===== config.mk =====
export PLATFORM = sky130hd
export DESIGN_NAME = tape_stream_reader
export DESIGN_NICKNAME = d
export VERILOG_FILES = /design/src/rtl/tape_stream_reader.sv
export SDC_FILE = /design/constraint.sdc
export NUM_CORES = 1
export LEC_CHECK = 0
export ABC_CLOCK_PERIOD_IN_PS = 4300
export BUFFER_PORTS_ARGS = -buffer_cell sky130_fd_sc_hd__clkbuf_2
export CORE_ASPECT_RATIO = 0.6
export CORE_MARGIN = 3
export CORE_UTILIZATION = 40
export CTS_BUF_LIST = sky130_fd_sc_hd__clkbuf_2 sky130_fd_sc_hd__clkbuf_4 sky130_fd_sc_hd__clkbuf_8
export DETAILED_ROUTE_END_ITERATION = 10
export PLACE_DENSITY = 0.64
export SLEW_MARGIN = 20
export SYNTH_ARGS = -nofsm -noshare
export SYNTH_HDL_FRONTEND = slang
export SYNTH_SLANG_ARGS = --single-unit

===== constraint.sdc =====
create_clock -name clk -period 4.3 [get_ports clk]
set_input_delay 0.215 -clock clk [delete_from_list [all_inputs] [get_ports clk]]
set_output_delay 0.215 -clock clk [all_outputs]
set_load 0.02 [all_outputs]

===== src/rtl/tape_stream_reader.sv =====
// ---------------------------------------------------------------------------
// tape_stream_reader
//   Streams a contiguous byte range out of the SDRAM tape read port into a
//   small first-word-fall-through FIFO and presents it to the tape playback
//   logic as a valid/ready byte stream. Only one SDRAM read is outstanding at
//   a time. A read is issued only when the FIFO is guaranteed a free entry
//   for its byte, so no returned byte is ever dropped.
//
// Ports
//   clk, reset_n          clock, asynchronous active-low reset
//   start/start_addr/length  launch a transfer (ignored while busy)
//   abort                 cancel the current transfer
//   tape_addr/tape_rd     read request (rd is a one-cycle pulse)
//   tape_rd_ack/tape_rdata  toggle-style completion with its data byte
//   byte_valid/byte_data/byte_ready  FWFT byte stream to the consumer
//   busy/done/error       status: in progress, delivered pulse, sticky timeout
// ---------------------------------------------------------------------------
module tape_stream_reader #(
  parameter int unsigned ADDR_W     = 23,
  parameter int unsigned FIFO_DEPTH = 4,
  parameter int unsigned TIMEOUT    = 255
) (
  input  logic              clk,
  input  logic              reset_n,
  input  logic              start,
  input  logic [ADDR_W-1:0] start_addr,
  input  logic [ADDR_W-1:0] length,
  input  logic              abort,
  output logic [ADDR_W-1:0] tape_addr,
  output logic              tape_rd,
  input  logic              tape_rd_ack,
  input  logic [7:0]        tape_rdata,
  output logic              byte_valid,
  output logic [7:0]        byte_data,
  input  logic              byte_ready,
  output logic              busy,
  output logic              done,
  output logic              error
);

  localparam int PTR_W = (FIFO_DEPTH > 1) ? $clog2(FIFO_DEPTH) : 1;
  localparam int CNT_W = PTR_W + 1;
  localparam int TMR_W = (TIMEOUT > 1) ? $clog2(TIMEOUT) : 1;

  typedef enum logic [2:0] {
    S_IDLE,
    S_REQ,
    S_WAIT,
    S_HOLD,
    S_DRAIN
  } state_t;

  state_t            state_q, state_d;
  logic              ack_ref_q;
  logic [ADDR_W-1:0] addr_q, addr_d;
  logic [ADDR_W-1:0] req_left_q, req_left_d;
  logic [ADDR_W-1:0] out_left_q, out_left_d;
  logic [TMR_W-1:0]  timer_q, timer_d;
  logic              busy_q, busy_d;
  logic              done_q, done_d;
  logic              error_q, error_d;

  logic [7:0]        mem_q [FIFO_DEPTH];
  logic [PTR_W-1:0]  wr_ptr_q, rd_ptr_q;
  logic [CNT_W-1:0]  count_q, cnt_next;

  logic              ack_seen;
  logic              pop;
  logic              push;
  logic              flush;
  logic              req_ok;
  logic              timed_out;

  // The responder toggles tape_rd_ack once per completed read. Tracking it
  // every cycle is equivalent to refreshing the reference only in IDLE and
  // on each detected change, and never leaves a stale edge behind.
  assign ack_seen  = (tape_rd_ack != ack_ref_q);
  assign pop       = (count_q != '0) && byte_ready;
  assign timed_out = (timer_q == TMR_W'(TIMEOUT - 1));

  always_comb begin
    state_d    = state_q;
    addr_d     = addr_q;
    req_left_d = req_left_q;
    out_left_d = out_left_q;
    timer_d    = timer_q;
    busy_d     = busy_q;
    done_d     = 1'b0;
    error_d    = error_q;
    push       = 1'b0;
    flush      = 1'b0;
    cnt_next   = count_q;
    req_ok     = 1'b0;

    if (pop && (out_left_q != '0)) begin
      out_left_d = out_left_q - 1'b1;
    end

    case (state_q)
      S_IDLE: begin
        if (start && !abort) begin
          error_d = 1'b0;
          if (length != '0) begin
            state_d    = S_REQ;
            busy_d     = 1'b1;
            addr_d     = start_addr;
            req_left_d = length;
            out_left_d = length;
          end else begin
            done_d = 1'b1;
          end
        end
      end
      S_REQ: begin
        req_left_d = req_left_q - 1'b1;
        timer_d    = '0;
        state_d    = S_WAIT;
      end
      S_WAIT: begin
        if (ack_seen) begin
          push   = 1'b1;
          addr_d = addr_q + 1'b1;
        end else if (timed_out) begin
          error_d = 1'b1;
          flush   = 1'b1;
          busy_d  = 1'b0;
          state_d = S_IDLE;
        end else begin
          timer_d = timer_q + 1'b1;
        end
      end
      S_HOLD: begin
        state_d = S_HOLD;
      end
      S_DRAIN: begin
        if (ack_seen || timed_out) begin
          busy_d  = 1'b0;
          state_d = S_IDLE;
        end else begin
          timer_d = timer_q + 1'b1;
        end
      end
      default: begin
        state_d = S_IDLE;
      end
    endcase

    cnt_next = count_q + CNT_W'(push) - CNT_W'(pop);

    // Credit: the next read's byte must have a slot once everything already
    // in flight (including the byte landing this cycle) is accounted for.
    req_ok = (req_left_q != '0) && (cnt_next < CNT_W'(FIFO_DEPTH));
    if ((state_q == S_WAIT && ack_seen) || state_q == S_HOLD) begin
      state_d = req_ok ? S_REQ : S_HOLD;
    end

    if (pop && (out_left_q == ADDR_W'(1)) &&
        (state_q inside {S_REQ, S_WAIT, S_HOLD})) begin
      done_d  = 1'b1;
      busy_d  = 1'b0;
      state_d = S_IDLE;
    end

    // Abort wins over everything else. A read still in flight must have its
    // ack absorbed in DRAIN so it cannot be mistaken for a later transfer's.
    if (abort && (state_q != S_IDLE) && (state_q != S_DRAIN)) begin
      flush   = 1'b1;
      done_d  = 1'b0;
      error_d = error_q;
      if (state_q == S_WAIT && !ack_seen) begin
        state_d = S_DRAIN;
        busy_d  = 1'b1;
      end else begin
        state_d = S_IDLE;
        busy_d  = 1'b0;
      end
    end
  end

  always_ff @(posedge clk or negedge reset_n) begin
    if (!reset_n) begin
      state_q    <= S_IDLE;
      ack_ref_q  <= 1'b0;
      addr_q     <= '0;
      req_left_q <= '0;
      out_left_q <= '0;
      timer_q    <= '0;
      busy_q     <= 1'b0;
      done_q     <= 1'b0;
      error_q    <= 1'b0;
    end else begin
      state_q    <= state_d;
      ack_ref_q  <= tape_rd_ack;
      addr_q     <= addr_d;
      req_left_q <= req_left_d;
      out_left_q <= out_left_d;
      timer_q    <= timer_d;
      busy_q     <= busy_d;
      done_q     <= done_d;
      error_q    <= error_d;
    end
  end

  always_ff @(posedge clk or negedge reset_n) begin
    if (!reset_n) begin
      wr_ptr_q <= '0;
      rd_ptr_q <= '0;
      count_q  <= '0;
    end else if (flush) begin
      wr_ptr_q <= '0;
      rd_ptr_q <= '0;
      count_q  <= '0;
    end else begin
      if (push) begin
        wr_ptr_q <= wr_ptr_q + 1'b1;
      end
      if (pop) begin
        rd_ptr_q <= rd_ptr_q + 1'b1;
      end
      count_q <= cnt_next;
    end
  end

  always_ff @(posedge clk) begin
    if (push && !flush) begin
      mem_q[wr_ptr_q] <= tape_rdata;
    end
  end

  assign tape_addr  = addr_q;
  assign tape_rd    = (state_q == S_REQ);
  assign byte_valid = (count_q != '0);
  // Gate the head so the data output reads 0 whenever the FIFO is empty.
  assign byte_data  = byte_valid ? mem_q[rd_ptr_q] : 8'h00;
  assign busy       = busy_q;
  assign done       = done_q;
  assign error      = error_q;

endmodule


==> flow_summary.ini <==
[sta]
setup_ws_ns = 1.20
fin_crit_ns = 3.10
max_freq_mhz = 323
relSlewSlack = 0.294
final_max_slew_viol_count = 0
fin_setup_tns_ns = 0
hold_viol_final = 0
tightest_slew_ns = 1.06
min_period_over_period = 0.721
finClkSkew_ns = 0.0108
setup_viol = 0
rsz0062_at_grt = no

[min_path]
min_from = start_addr[0]
whs_path_depth = 3
whs_endpoint = tape_addr[0]$_DFFE_PN0P_
hold_path_class = in2reg

[cts]
cts_num_sinks = 123
path_clk_slew_ns = 0.08
insertion_delay_ns = 0.44
cts_tree = done
ctsResizeCount = 0
cts_buffers = 17
clock_path_buffers = 2
cts_root_buf = clkbuf_8
ctsHtreeMaxLevel = 4

[power]
switchingPower_w = 0.00210
max-vdd-ir-drop_mv = 0.213
sw_frac_of_total = 0.431
p_clk_frac = 0.205
finalPower_w = 0.00486
power.density_nw_per_um2 = 602
seq_power_share = 0.419
intPower_w = 0.00277
power_leakage_nw = 3.17
combPwrFrac = 0.376

[global_route]
grt_pass1_vias = 5473
grt_pass1_wl_um = 29900
grt_max_degree = 61
grt-ovfl-total = 0
use_met2 = 0.265
grtUsageTotal = 0.200
grt-busiest-layer = met1
use_met1 = 0.323
antenna_found_initial = 0
grt_util_met3 = 0.0469

[setup_path]
r2r_start = state_q[0]$_DFFE_PN0P_
crit_path_max_incr_delay_ns = 0.55
path_cells = nor2_1 > nand2_1 > buf_4 > nor2_1 > buf_4 > inv_1 > ha_1 > inv_1 > ha_1 > inv_1 > fa_1 > xor2_1 > xnor2_1 > nand3_1 > a21oi_1 > nor4b_1
path_class = reg2reg
cp_max_fo = 24
critPathLaunchType = flop
rrSetupSlack_ns = 1.20
end_kind = flop
r2r-end = state_q[1]$_DFFE_PN0P_
slowest_stage = dfrtp_1
cp.arrival_ns = 3.42
path_common_cell = inv_1
reg2reg_depth = 16
worstPathRequired_ns = 4.62

[synthesis]
syn_nets = 799
synth-seq-area-share = 0.469
synth_edf_count = 32
synth.distinct_cells = 69
syn_area_um2 = 6900
yosysWarningCount = 0
ys_seq_elements = 123
postSynthCellCount = 724
ys.flop_type = dfrtp_1
synthArstFlopShare = 0.740
avgSynthCellArea_um2 = 9.53

[route]
wirelength_um = 18600
drc_errors = 0
drt_iter0_markers = 697
drt-pass1-iter-count = 5
vias = 5947
drt-vias-per-instance = 5.59
post_drt_wl_per_cell_um = 17.5
antenna_left = 0

[final_layout]
design_area_um2 = 8080
multi_input_area_um2 = 3450
syn2layout_area_growth_pct = 17.1
final_cell_mix = clkbuf_2 (94), dfrtp_1 (91), nor2_1 (72), o21ai_0 (72), a21oi_1 (69)
regArea_um2 = 3240
drive_above_1_share = 0.201
num_antenna_cells = 0
final_common_cell = clkbuf_2
post-route-util = 0.488
nFillCells = 1602
nets = 897

[run]
maxCapViolCount = 0

[placed_design]
place.gp.congestion = 0.824
portBuffers = 95
place_ws_ns = 1.23
dpl-instance-area_um2 = 7600
dp_hpwl_um = 13200

[floorplan]
coreArea_um2 = 16600
start_util = 0.416
rows = 36
die_area_um2 = 18900
die_x_um = 176
io_pins = 96
die_y_um = 108

[outcome]
status = finished, final reports clean
## state kept, by name, indices dropped and copies added, names as in the netlist, 2 cells and up
register	flops
req_left_q	23
out_left_q	23
wr_ptr_q	2
timer_q	8
tape_addr	23
mem_q	32
count_q	3
state_q	3
rd_ptr_q	2
## power by group through the flow
stage	Clock, W	Combinational [W]	Sequential, W
after detailed placement	0	0.00181	0.00205
after CTS	0.00103	0.00183	0.00203
after floorplan	0	0.00124	0.00204
after global placement	0	0.00179	0.00204
final	0.000998	0.00183	0.00204
after global routing	0.00109	0.00204	0.00210
## worst max-delay path by stage
stage | start | end | slack [ns] | depth (start not counted)
CTS | state_q[0]$_DFFE_PN0P_ | state_q[1]$_DFFE_PN0P_ | 1.20 | 16
detailed placement | state_q[0]$_DFFE_PN0P_ | state_q[1]$_DFFE_PN0P_ | 1.23 | 16
global route | state_q[0]$_DFFE_PN0P_ | state_q[1]$_DFFE_PN0P_ | 0.93 | 16
floorplan | state_q[2]$_DFFE_PN0P_ | state_q[1]$_DFFE_PN0P_ | 1.53 | 15
global placement | state_q[0]$_DFFE_PN0P_ | state_q[1]$_DFFE_PN0P_ | 1.35 | 16
finish | state_q[0]$_DFFE_PN0P_ | state_q[1]$_DFFE_PN0P_ | 1.20 | 16
## what timing repair did
| action | 4_1_cts | 5_1_grt |
|---|---|---|
| buffers inserted | 0 | 0 |
| endpoints found under the hold margin | 91 | 0 |
| hold buffers | 11 | 0 |
## cells in the mapped netlist, types with 9 or more instances
master	count	area share
nor3_1	23	0.017
inv_1	15	0.0082
xnor2_1	24	0.030
nor2_1	72	0.039
ha_1	14	0.025
nand3_1	17	0.012
and3_1	10	0.0091
or3_1	11	0.010
a22oi_1	11	0.012
nand2_1	67	0.036
and2_1	9	0.0082
o21ai_0	72	0.052
dfrtp_1	91	0.33
a21oi_1	69	0.050
nor4_1	18	0.016
buf_2	10	0.0073
nand4_1	9	0.0082
clkbuf_1	26	0.014
edfxtp_1	32	0.14
## metrics by stage
stage          hold WS [ns]  std cells
6_report             0.0299       1063
2_1_floorplan       -0.0806        724
5_1_grt              0.0390       1063
3_5_place_dp          0.366       1020
4_1_cts             0.00214       1063
3_3_place_gp          0.367       1020
## worst max-delay path: cells and delay by family, from the launching register on
family,cells,cell delay (ns)
fa+ha+maj,3,0.76
simple gates,5,0.56
buf+inv,5,0.56
flops,1,0.55
xor+xnor,2,0.39
compound gates,1,0.15
## final cells by class
class | count | area share
Multi-Input combinational cell | 547 | 0.427
Sequential cell | 123 | 0.401
Timing Repair Buffer | 117 | 0.0830
Tap cell | 228 | 0.0353
Clock buffer | 17 | 0.0289
Clock inverter | 15 | 0.0175
Inverter | 16 | 0.00743
## per-layer routing
metal,share of wire,routed length (um),vias up
met1,0.52,9620,2863
met3,0.070,1290,19
met5,0,0,-
met4,0.011,199,0
met2,0.40,7440,195
li1,-,-,2870
## kinds of logic (layout without fill, tap and decap cells)
logic type	Yosys count	count (layout)	share of synthesized area
flops	123	123	0.469
mux	12	12	0.0323
buf+inv	54	165	0.0312
simple gates	279	279	0.218
xor+xnor	30	30	0.0381
compound gates	211	211	0.183
fa+ha+maj	15	15	0.0283
No activity file was read; power rests on OpenSTA's default activity.
